$ cat config.mk
export PLATFORM = sky130hd
export DESIGN_NAME = pipelined_barrel_shifter
export DESIGN_NICKNAME = d
export VERILOG_FILES = /design/src/rtl/pipelined_barrel_shifter.sv
export SDC_FILE = /design/constraint.sdc
export NUM_CORES = 1
export LEC_CHECK = 0
export CAP_MARGIN = 30
export CORE_MARGIN = 5
export CORE_UTILIZATION = 60
export DETAILED_ROUTE_END_ITERATION = 16
export HOLD_SLACK_MARGIN = 0.06
export PLACE_DENSITY = 0.89
export SLEW_MARGIN = 25
export SYNTH_ARGS = -nofsm -noshare
export SYNTH_HDL_FRONTEND = slang
export SYNTH_SLANG_ARGS = --single-unit
$ cat constraint.sdc
create_clock -name clk_i -period 2.3 [get_ports clk_i]
set_clock_uncertainty 0.15 [all_clocks]
set_input_delay 0.23 -clock clk_i [delete_from_list [all_inputs] [get_ports clk_i]]
set_output_delay 0.23 -clock clk_i [all_outputs]
set_load 0.03 [all_outputs]
$ cat src/rtl/pipelined_barrel_shifter.sv
// Pipelined log-shifter (SLL/SRL/SRA/ROR), one register per shift stage, carrying a caller tag.
// Optional zero flag on the result is built when SHIFTER_ZERO_FLAG_EN is defined.
module pipelined_barrel_shifter #(
    parameter int WIDTH = 16,
    parameter int SHW   = $clog2(WIDTH),
    parameter int TAGW  = 4
) (
    input  logic             clk_i,
    input  logic             rst_i,
    input  logic             in_valid_i,
    output logic             in_ready_o,
    input  logic [WIDTH-1:0] in_data_i,
    input  logic [SHW-1:0]   in_shamt_i,
    input  logic [1:0]       in_op_i,
    input  logic [TAGW-1:0]  in_tag_i,
    output logic             out_valid_o,
    input  logic             out_ready_i,
    output logic [WIDTH-1:0] out_data_o,
    output logic [TAGW-1:0]  out_tag_o
`ifdef SHIFTER_ZERO_FLAG_EN
    ,
    output logic             out_zero_o
`endif
);

    localparam logic [1:0] OP_SLL = 2'b00;
    localparam logic [1:0] OP_SRL = 2'b01;
    localparam logic [1:0] OP_SRA = 2'b10;

    // Handshake: a transfer happens on a side when valid && ready are both high
    // at the rising edge. The whole pipe moves as one (global stall): it
    // advances when the last stage is empty or its result is being taken, and
    // bubbles stay in place. in_ready_o is that same advance term.
    logic advance;
    assign advance    = !out_valid_o || out_ready_i;
    assign in_ready_o = advance;

    for (genvar k = 0; k < SHW; k++) begin : g_stage
        localparam int S = 1 << k;

        logic [WIDTH-1:0] src_data;
        logic [SHW-1:0]   src_shamt;
        logic [1:0]       src_op;
        logic [TAGW-1:0]  src_tag;
        logic             src_sign;
        logic             src_valid;
        logic [WIDTH-1:0] nxt_data;

        logic [WIDTH-1:0] data_q;
        logic [SHW-1:0]   shamt_q;
        logic [1:0]       op_q;
        logic [TAGW-1:0]  tag_q;
        logic             sign_q;
        logic             valid_q;

        if (k == 0) begin : g_head
            // The SRA fill bit is the operand's original MSB, captured once here.
            assign src_data  = in_data_i;
            assign src_shamt = in_shamt_i;
            assign src_op    = in_op_i;
            assign src_tag   = in_tag_i;
            assign src_sign  = in_data_i[WIDTH-1];
            assign src_valid = in_valid_i;
        end else begin : g_body
            assign src_data  = g_stage[k-1].data_q;
            assign src_shamt = g_stage[k-1].shamt_q;
            assign src_op    = g_stage[k-1].op_q;
            assign src_tag   = g_stage[k-1].tag_q;
            assign src_sign  = g_stage[k-1].sign_q;
            assign src_valid = g_stage[k-1].valid_q;
        end

        always_comb begin
            nxt_data = src_data;
            if (src_shamt[k]) begin
                case (src_op)
                    OP_SLL:  nxt_data = src_data << S;
                    OP_SRL:  nxt_data = src_data >> S;
                    OP_SRA:  nxt_data = ({WIDTH{src_sign}} << (WIDTH - S)) | (src_data >> S);
                    default: nxt_data = (src_data >> S) | (src_data << (WIDTH - S));
                endcase
            end
        end

        always_ff @(posedge clk_i) begin
            if (rst_i) begin
                data_q  <= '0;
                shamt_q <= '0;
                op_q    <= '0;
                tag_q   <= '0;
                sign_q  <= 1'b0;
                valid_q <= 1'b0;
            end else if (advance) begin
                data_q  <= nxt_data;
                shamt_q <= src_shamt;
                op_q    <= src_op;
                tag_q   <= src_tag;
                sign_q  <= src_sign;
                valid_q <= src_valid;
            end
        end
    end

    assign out_valid_o = g_stage[SHW-1].valid_q;
    assign out_data_o  = g_stage[SHW-1].data_q;
    assign out_tag_o   = g_stage[SHW-1].tag_q;

    // Control fields of the last stage have no consumer beyond the pipe.
    logic unused_tail;
    assign unused_tail = ^{g_stage[SHW-1].shamt_q, g_stage[SHW-1].op_q, g_stage[SHW-1].sign_q};

`ifdef SHIFTER_ZERO_FLAG_EN
    always_ff @(posedge clk_i) begin
        if (rst_i) begin
            out_zero_o <= 1'b0;
        end else if (advance) begin
            out_zero_o <= g_stage[SHW-1].src_valid && (g_stage[SHW-1].nxt_data == '0);
        end
    end
`endif

endmodule
# Word level (Yosys, flattened, before mapping)
# Index checks and enable logic that the tools add are counted.
[classes]
add_sub_neg = 0
mul = 0
div = 0
magnitude_cmp = 0
eq_ne = 8
shifts = 0
n_mux = 8
bitwise = 8
reduce_logical = 6
[op_table]
columns = ["cell", "n"]
rows = [
  ["$pmux W16 S3", 4],
  ["$mux W16", 4],
  ["$or A12 B16 Y16", 1],
  ["$or A14 B16 Y16", 1],
  ["$or A15 B16 Y16", 1],
  ["$or A16 B12 Y16", 1],
  ["$or A16 B14 Y16", 1],
  ["$or A16 B15 Y16", 1],
  ["$or A16 B8 Y16", 1],
  ["$or A8 B16 Y16", 1],
  ["$eq A2 B1 Y1 const B", 4],
  ["$eq A2 B2 Y1 const B", 4],
  ["$logic_not A2 Y1", 4],
  ["$logic_not A1 Y1", 1],
  ["$logic_or A1 B1 Y1", 1],
]
[totals]
ff_bits = 105
latch_bits = 0
ramBits = 0
mem_bits_ro = 0
inputBits = 30
out_inout_bits = 22
wordCells = 51
mem_count = 0

# Longest topological paths before layout
# Gate-level depths: netlist of run 1.
[depth]
depth_word = 3
ltp_mapped = 7
ltp_nobuf = 4

# Least setup slack after synthesis of run 1
# Ideal clock, no wire load.
[synth_path]
kind = "register -> register"
from = "reg g_stage[3].valid_q (netlist: out_valid_o)"
to = "reg g_stage[2].data_q[2]"
setup_ns = 0.086
arrival_time_ns = 1.403
required_time_ns = 2.064
setup_slack_ns = 0.662
stages_incl_launch_ff = 7
n_path_buf = 3
period_less_slack_ns = 1.638
path_cell_list = "dfxtp_1 > nor2b_1 > buf_2 > inv_2 > buf_2 > buf_2 > a211oi_1"
[synth_between]
elab_chain_cells = 2
[synth_rtl]
columns = ["element", "line_no", "rtl"]
rows = [
  ["start, declared", "54", "logic valid_q;"],
  ["start signal, assigned", "99", "valid_q <= src_valid;"],
  ["$logic_not A1 Y1", "35", "assign advance = !out_valid_o || out_ready_i;"],
  ["$logic_or A1 B1 Y1", "35", ""],
  ["named net in_ready_o", "11", "output logic in_ready_o,"],
  ["end signal, assigned", "94", "data_q <= nxt_data;"],
  ["end, declared", "49", "logic [WIDTH-1:0] data_q;"],
]
# The timed path passes the listed nets, and every way through them passes these cells.
# A chain may end at the register's enable or synchronous reset.

# Worst setup path in the final report of run 1
[layout_path]
from = "reg g_stage[3].valid_q (netlist: out_valid_o)"
to = "out in_ready_o"
[layout_between]
elab_chain_cells = 2
[layout_rtl]
columns = ["element", "line_no"]
rows = [
  ["$logic_not A1 Y1", "35"],
  ["$logic_or A1 B1 Y1", "35"],
  ["end, declared", "11"],
]
# Every way passes these cells.

==> flow_metrics.tcl, run 1 <==
set metrics [dict create \
    synthXorXnorAreaFrac 0 \
    synth.area.mux_share 0.0224 \
    clk_pin_slew_worst_paths_ps 100 \
    cts_root_buf "clkbuf_8" \
    die_w_um 101 \
    die_area_mm2 0.0101 \
    synthCells 624 \
    antenna_found_initial 0 \
    rsz0062_at_grt "false" \
    die_h_um 101 \
    p_leak_nw 1.87 \
    grt_first_pass_wirelength_um 19200 \
    seq_area_frac_synth 0.402 \
    ys_types 33 \
    first_global_vias 4208 \
    arrival_ps 1610 \
    drcViolationCount 0 \
    hold_path.class "input pin to flip-flop" \
    start_kind "flip-flop" \
    ys_top_cells_by_area "dfxtp_1 40%, nand2_1 9.7%, a311o_1 6.9%" \
    postCtsHoldBufs 0 \
    coreArea_mm2 0.00809 \
    r2r_cells 3 \
    cts.sinks 99 \
    power_density_mw_per_mm2 645 \
    tns_ps 0 \
    ys_ff_latch 99 \
    synth_simple_gate_area_share 0.218 \
    required_ps 1920 \
    r2r_slack_ps 320 \
    pwr-share-seq 0.531 \
    timing.fmax_ghz 0.502 \
    dr_total_vias 4575 \
    critPathKind "flip-flop to output port" \
    port-buffer-count 51 \
    synth_compound_area_frac 0.293 \
    end_kind "output port" \
    ant_nets 0 \
    p_sw_frac 0.283 \
    ios 52 \
    synth_area_leader_cell "dfxtp_1" \
    drv_slew 0 \
    diodes 0 \
    wl_per_cell_um 15.2 \
    dp_cells 725 \
    syn_nets 654 \
    start_util 0.609 \
    drt-total-wl_um 11300 \
    synth_edf_count 0 \
    synth_common_cells "127 x nand2_1, 99 x dfxtp_1, 66 x a21oi_1" \
    synth_ff_type "dfxtp_1" \
    crit_end "in_ready_o" \
    area_growth_pct 13.8 \
    tritoncts "built" \
    drv_cap 0 \
    setup_viol 0 \
    status "finished, final reports clean" \
    worstMarginPinSlew_ps 895 \
    via_per_inst 6.17 \
    combPwrFrac 0.134 \
    clk_latency_ps 380 \
    final_cells 741 \
    p_clk_frac 0.335 \
    grt_start_max_net_pins 116 \
    post-cts-setup-buffers 0 \
    ys_async_sr_fraction 0 \
    cts_buffers 9 \
    cts_max_level 3 \
    final_nets 661 \
    firstDrtPassIters 5 \
    cts.repair.resized 0 \
    synthAdderAreaFrac 0 \
    drive_above_1_share 0.0692 \
    r2r-end "out_data_o[8]$_SDFFE_PP0P_" \
    clk_path_buf_depth 2 \
    hold_path_startpoint "rst_i" \
    grtUsageTotal 0.228 \
    synth.avg_cell_area_um2 7.89 \
    synth_top_family_by_area "compound AO/OA/AOI/OAI gates" \
    post-route-min-period_ps 1990 \
    row_count 33 \
    gp_congestion 0.856 \
    relSlewSlack 0.401 \
    place_hpwl_um 7420 \
    synth_top_area_share 0.402 \
    syn_area_mm2 0.00492 \
    rr_startpoint "g_stage[2].op_q[0]$_SDFFE_PP0P_" \
    hold_viol 0 \
    drt_iter0_drc 287 \
    synth_most_common_cell "nand2_1" \
    num-fill-cells 678 \
    intPower_w 0.00259 \
    ir_drop_mv 0.292 \
    startpoint "out_valid_o$_SDFFE_PP0P_" \
    switchingPower_w 0.00102 \
    fin_crit_sh 0.867 \
    yosysWarnings 0 \
    critPathMaxFanout 2 \
    overflow 0 \
]
-- per-stage QoR --
stage                     cell area [um2]  hold slack (ps)   util  power [W]  setup WS [ps]
after floorplan                      4920              220      -    0.00227            662
after global placement               5380              289  0.665    0.00241            171
after detailed placement             5380              296  0.665    0.00244            113
after CTS                            5600              217  0.692    0.00363            279
after global routing                 5600              248  0.692    0.00376            131
final                                5600              217  0.692    0.00362            306
-- layer usage --
metal | vias up | track usage | wire, um
met2 | 148 | 0.378 | 5650
met1 | 2143 | 0.292 | 4810
li1 | 2263 | - | -
met3 | 21 | 0.0401 | 585
met5 | - | 0 | 0
met4 | 0 | 0.0922 | 250
-- worst min-delay path by stage --
stage	end	slack, ps	cells past startpoint
2_1_floorplan	g_stage[0].shamt_q[1]$_SDFFE_PP0P_	220	2
3_3_place_gp	g_stage[1].tag_q[3]$_SDFFE_PP0P_	290	2
3_5_place_dp	g_stage[2].tag_q[2]$_SDFFE_PP0P_	300	2
4_1_cts	out_valid_o$_SDFFE_PP0P_	220	3
5_1_grt	g_stage[0].tag_q[2]$_SDFFE_PP0P_	250	3
6_report	out_valid_o$_SDFFE_PP0P_	220	3
-- registers in the layout, summed over array words and instances (netlist names) --
| register | flops |
|---|---|
| g_stage.valid_q | 3 |
| out_valid_o | 1 |
| g_stage.sign_q | 3 |
| out_tag_o | 4 |
| out_data_o | 16 |
| g_stage.data_q | 48 |
| g_stage.tag_q | 12 |
| g_stage.shamt_q | 6 |
| g_stage.op_q | 6 |
-- layout make-up --
cell class | instances | area (um2) | area share
Inverter | 5 | 18.8 | 0.00335
Sequential cell | 99 | 1980 | 0.354
Multi-Input combinational cell | 455 | 2630 | 0.470
Clock buffer | 9 | 124 | 0.0221
Timing Repair Buffer | 61 | 618 | 0.110
Tap cell | 105 | 131 | 0.0234
Clock inverter | 7 | 95.1 | 0.0170
-- power by group through the flow --
stage                     clock network [W]  logic (W)  registers, W
after global routing                0.00129   0.000531       0.00194
after detailed placement                  0   0.000480       0.00196
after CTS                           0.00123   0.000483       0.00192
after global placement                    0   0.000463       0.00195
final                               0.00121   0.000485       0.00192
after floorplan                           0   0.000332       0.00194
-- cells in the final DEF, fill, tap and decap left out, drive strengths merged --
cell,n
nand2,127
dfxtp,99
a21oi,68
nor2,56
o21ai,52
clkdlybuf4s50,50
a311o,34
or3b,34
a211oi,14
a221oi,12
buf,11
a2bb2oi,10
clkbuf,9
mux2,8
o32ai,8
inv,8
o211ai,7
a311oi,6
and2,4
nor2b,3
clkinv,3
nand2b,2
mux2i,2
nand3,2
nor3,2
a32o,2
and3,1
nor3b,1
bufinv,1
-- worst max-delay path, cell delays in order (launching register included) --
cell and delay [ps]:
dfxtp_1 350, nor2b_4 210, inv_2 70, clkdlybuf4s50_1 600
-- logic make-up (layout without fill, tap and decap cells) --
family | Yosys count | in the layout
AO/OA/AOI/OAI | 213 | 213
buffers and inverters | 70 | 82
flip-flops | 99 | 99
multiplexers | 10 | 10
AND/OR/NAND/NOR | 232 | 232
Power figures use the tool's default switching activity.
==> inputs of run 2 (changes only) <==
Settings changed: CORE_MARGIN 5 to 4.
==> run 2 against run 1 <==
  * Critical path depth did not move
  * Via count grew 0.87%
  * Clock-buffer cell count stayed put
  * Sequential share of layout area grew 0.071 points
  * Register-to-register slack better by 50 ps
  * Worst hold slack better by 17 ps
  * Clock power fell by 7%
  * Critical path type unchanged
  * Cell area shrank 0.20%
  * Total power shrank 2.5%
==> flow_metrics.tcl, run 2 (synthesis results as in run 1) <==
set metrics [dict create \
    status "finished, final reports clean" \
    path_cells "nor2b_4, inv_2, clkdlybuf4s50_1" \
    min_to "out_valid_o$_SDFFE_PP0P_" \
    post-route-min-period_ps 2020 \
    gp_congestion 0.824 \
    rsz0062_at_grt "false" \
    clk_latency_ps 370 \
    clk_pin_slew_worst_paths_ps 100 \
    r2r-end "g_stage[1].data_q[3]$_SDFFE_PP0P_" \
    clk_path_buf_depth 2 \
    grtUsageTotal 0.231 \
    p_leak_nw 1.86 \
    cts_root_buf "clkbuf_8" \
    worstMarginPinSlew_ps 919 \
    critPathKind "flip-flop to output port" \
    tns_ps 0 \
    start_kind "flip-flop" \
    start_util 0.628 \
    mostFrequentLayoutCells "127 x nand2_1, 99 x dfxtp_1, 66 x a21oi_1" \
    via_per_inst 6.24 \
    timing.fmax_ghz 0.494 \
    place_hpwl_um 7210 \
    pwr-share-seq 0.545 \
    ant_nets 0 \
    p_clk_frac 0.317 \
    first_global_vias 3976 \
    startpoint "out_valid_o$_SDFFE_PP0P_" \
    num-fill-cells 625 \
    drv_cap 0 \
    power_density_mw_per_mm2 630 \
    die_h_um 98.6 \
    grt_first_pass_wirelength_um 18800 \
    hold_path_depth 3 \
    wl_per_cell_um 15.4 \
    dr_total_vias 4615 \
    stdcell_area_mm2 0.00559 \
    switchingPower_w 0.00104 \
    drv_slew 0 \
    fin_total_pwr_w 0.00353 \
    required_ps 1920 \
    die_w_um 98.6 \
    hold_viol 0 \
    antenna_found_initial 0 \
    critPathMaxFanout 2 \
    grt_start_max_net_pins 116 \
    drive_above_1_share 0.0706 \
    port-buffer-count 51 \
    drt-total-wl_um 11400 \
    drt_iter0_drc 348 \
    die_area_mm2 0.00972 \
    setup_viol 0 \
    max_stage_delay_ps 630 \
    hold_path.class "input pin to flip-flop" \
    mostFrequentLayoutCell "nand2_1" \
    p_sw_frac 0.294 \
    diodes 0 \
    place_area_mm2 0.00538 \
    cts.repair.resized 0 \
    overflow 0 \
    arrival_ps 1640 \
    r2r_slack_ps 370 \
    coreArea_mm2 0.00785 \
    ir_drop_mv 0.432 \
    largest_register_ffs 48 \
    row_count 32 \
    final_nets 662 \
    tritoncts "built" \
    intPower_w 0.00249 \
    firstDrtPassIters 5 \
    r2r_cells 3 \
    regMostFlops "g_stage.data_q" \
    combPwrFrac 0.138 \
    slowest_stage "clkdlybuf4s50_1" \
    drcViolationCount 0 \
    area_growth_pct 13.5 \
    cts_max_level 3 \
    end_kind "output port" \
    cts.sinks 99 \
    critPathBufInv 2 \
    ios 52 \
    cp_top_family "buffers and inverters" \
    cts_buffers 9 \
    relSlewSlack 0.387 \
    place_ws_ps 323 \
    rr_startpoint "g_stage[0].op_q[1]$_SDFFE_PP0P_" \
    hold_path_startpoint "rst_i" \
    finalWorstSetupSlack_ps 277 \
    post-cts-setup-buffers 0 \
    postCtsHoldBufs 0 \
    fin_crit_sh 0.880 \
]
-- run 2: final cells by class --
class	count	area, um2	share of cell area
Clock buffer	9	124	0.0222
Clock inverter	7	80.1	0.0143
Inverter	5	18.8	0.00336
Multi-Input combinational cell	455	2630	0.471
Sequential cell	99	1980	0.354
Tap cell	102	128	0.0228
Timing Repair Buffer	62	626	0.112
-- run 2: worst max-delay path by stage --
stage	slack, ps	cells after the start	to
2_1_floorplan	660	6	g_stage[2].data_q[2]$_SDFFE_PP0P_
3_3_place_gp	330	4	in_ready_o
3_5_place_dp	320	5	g_stage[0].data_q[7]$_SDFFE_PP0P_
4_1_cts	250	3	in_ready_o
5_1_grt	220	3	in_ready_o
6_report	280	3	in_ready_o
-- run 2: per-stage QoR --
stage	std cells	utilization	hold slack (ps)
after global placement	722	0.686	289
after floorplan	624	-	220
after detailed placement	722	0.686	297
final	739	0.713	234
after CTS	738	0.712	228
after global routing	739	0.713	243
-- run 2: worst register-to-register path: stages, from the launching register on --
cell and delay (ps):
dfxtp_1 940, o21ai_0 230, a311o_1 410, a21oi_1 130
-- run 2: power groups by stage --
stage | Clock, W | Sequential [W] | Combinational (W)
3_3_place_gp | 0 | 0.00195 | 0.000464
6_report | 0.00112 | 0.00192 | 0.000486
4_1_cts | 0.00114 | 0.00192 | 0.000483
3_5_place_dp | 0 | 0.00196 | 0.000478
2_1_floorplan | 0 | 0.00194 | 0.000332
5_1_grt | 0.00119 | 0.00194 | 0.000537
-- run 2: metal layers --
layer	global-route usage	part of all wire	vias up
met5	0	0	-
met3	0.0340	0.058	36
li1	-	-	2264
met4	0.104	0.031	0
met2	0.370	0.48	178
met1	0.310	0.44	2137
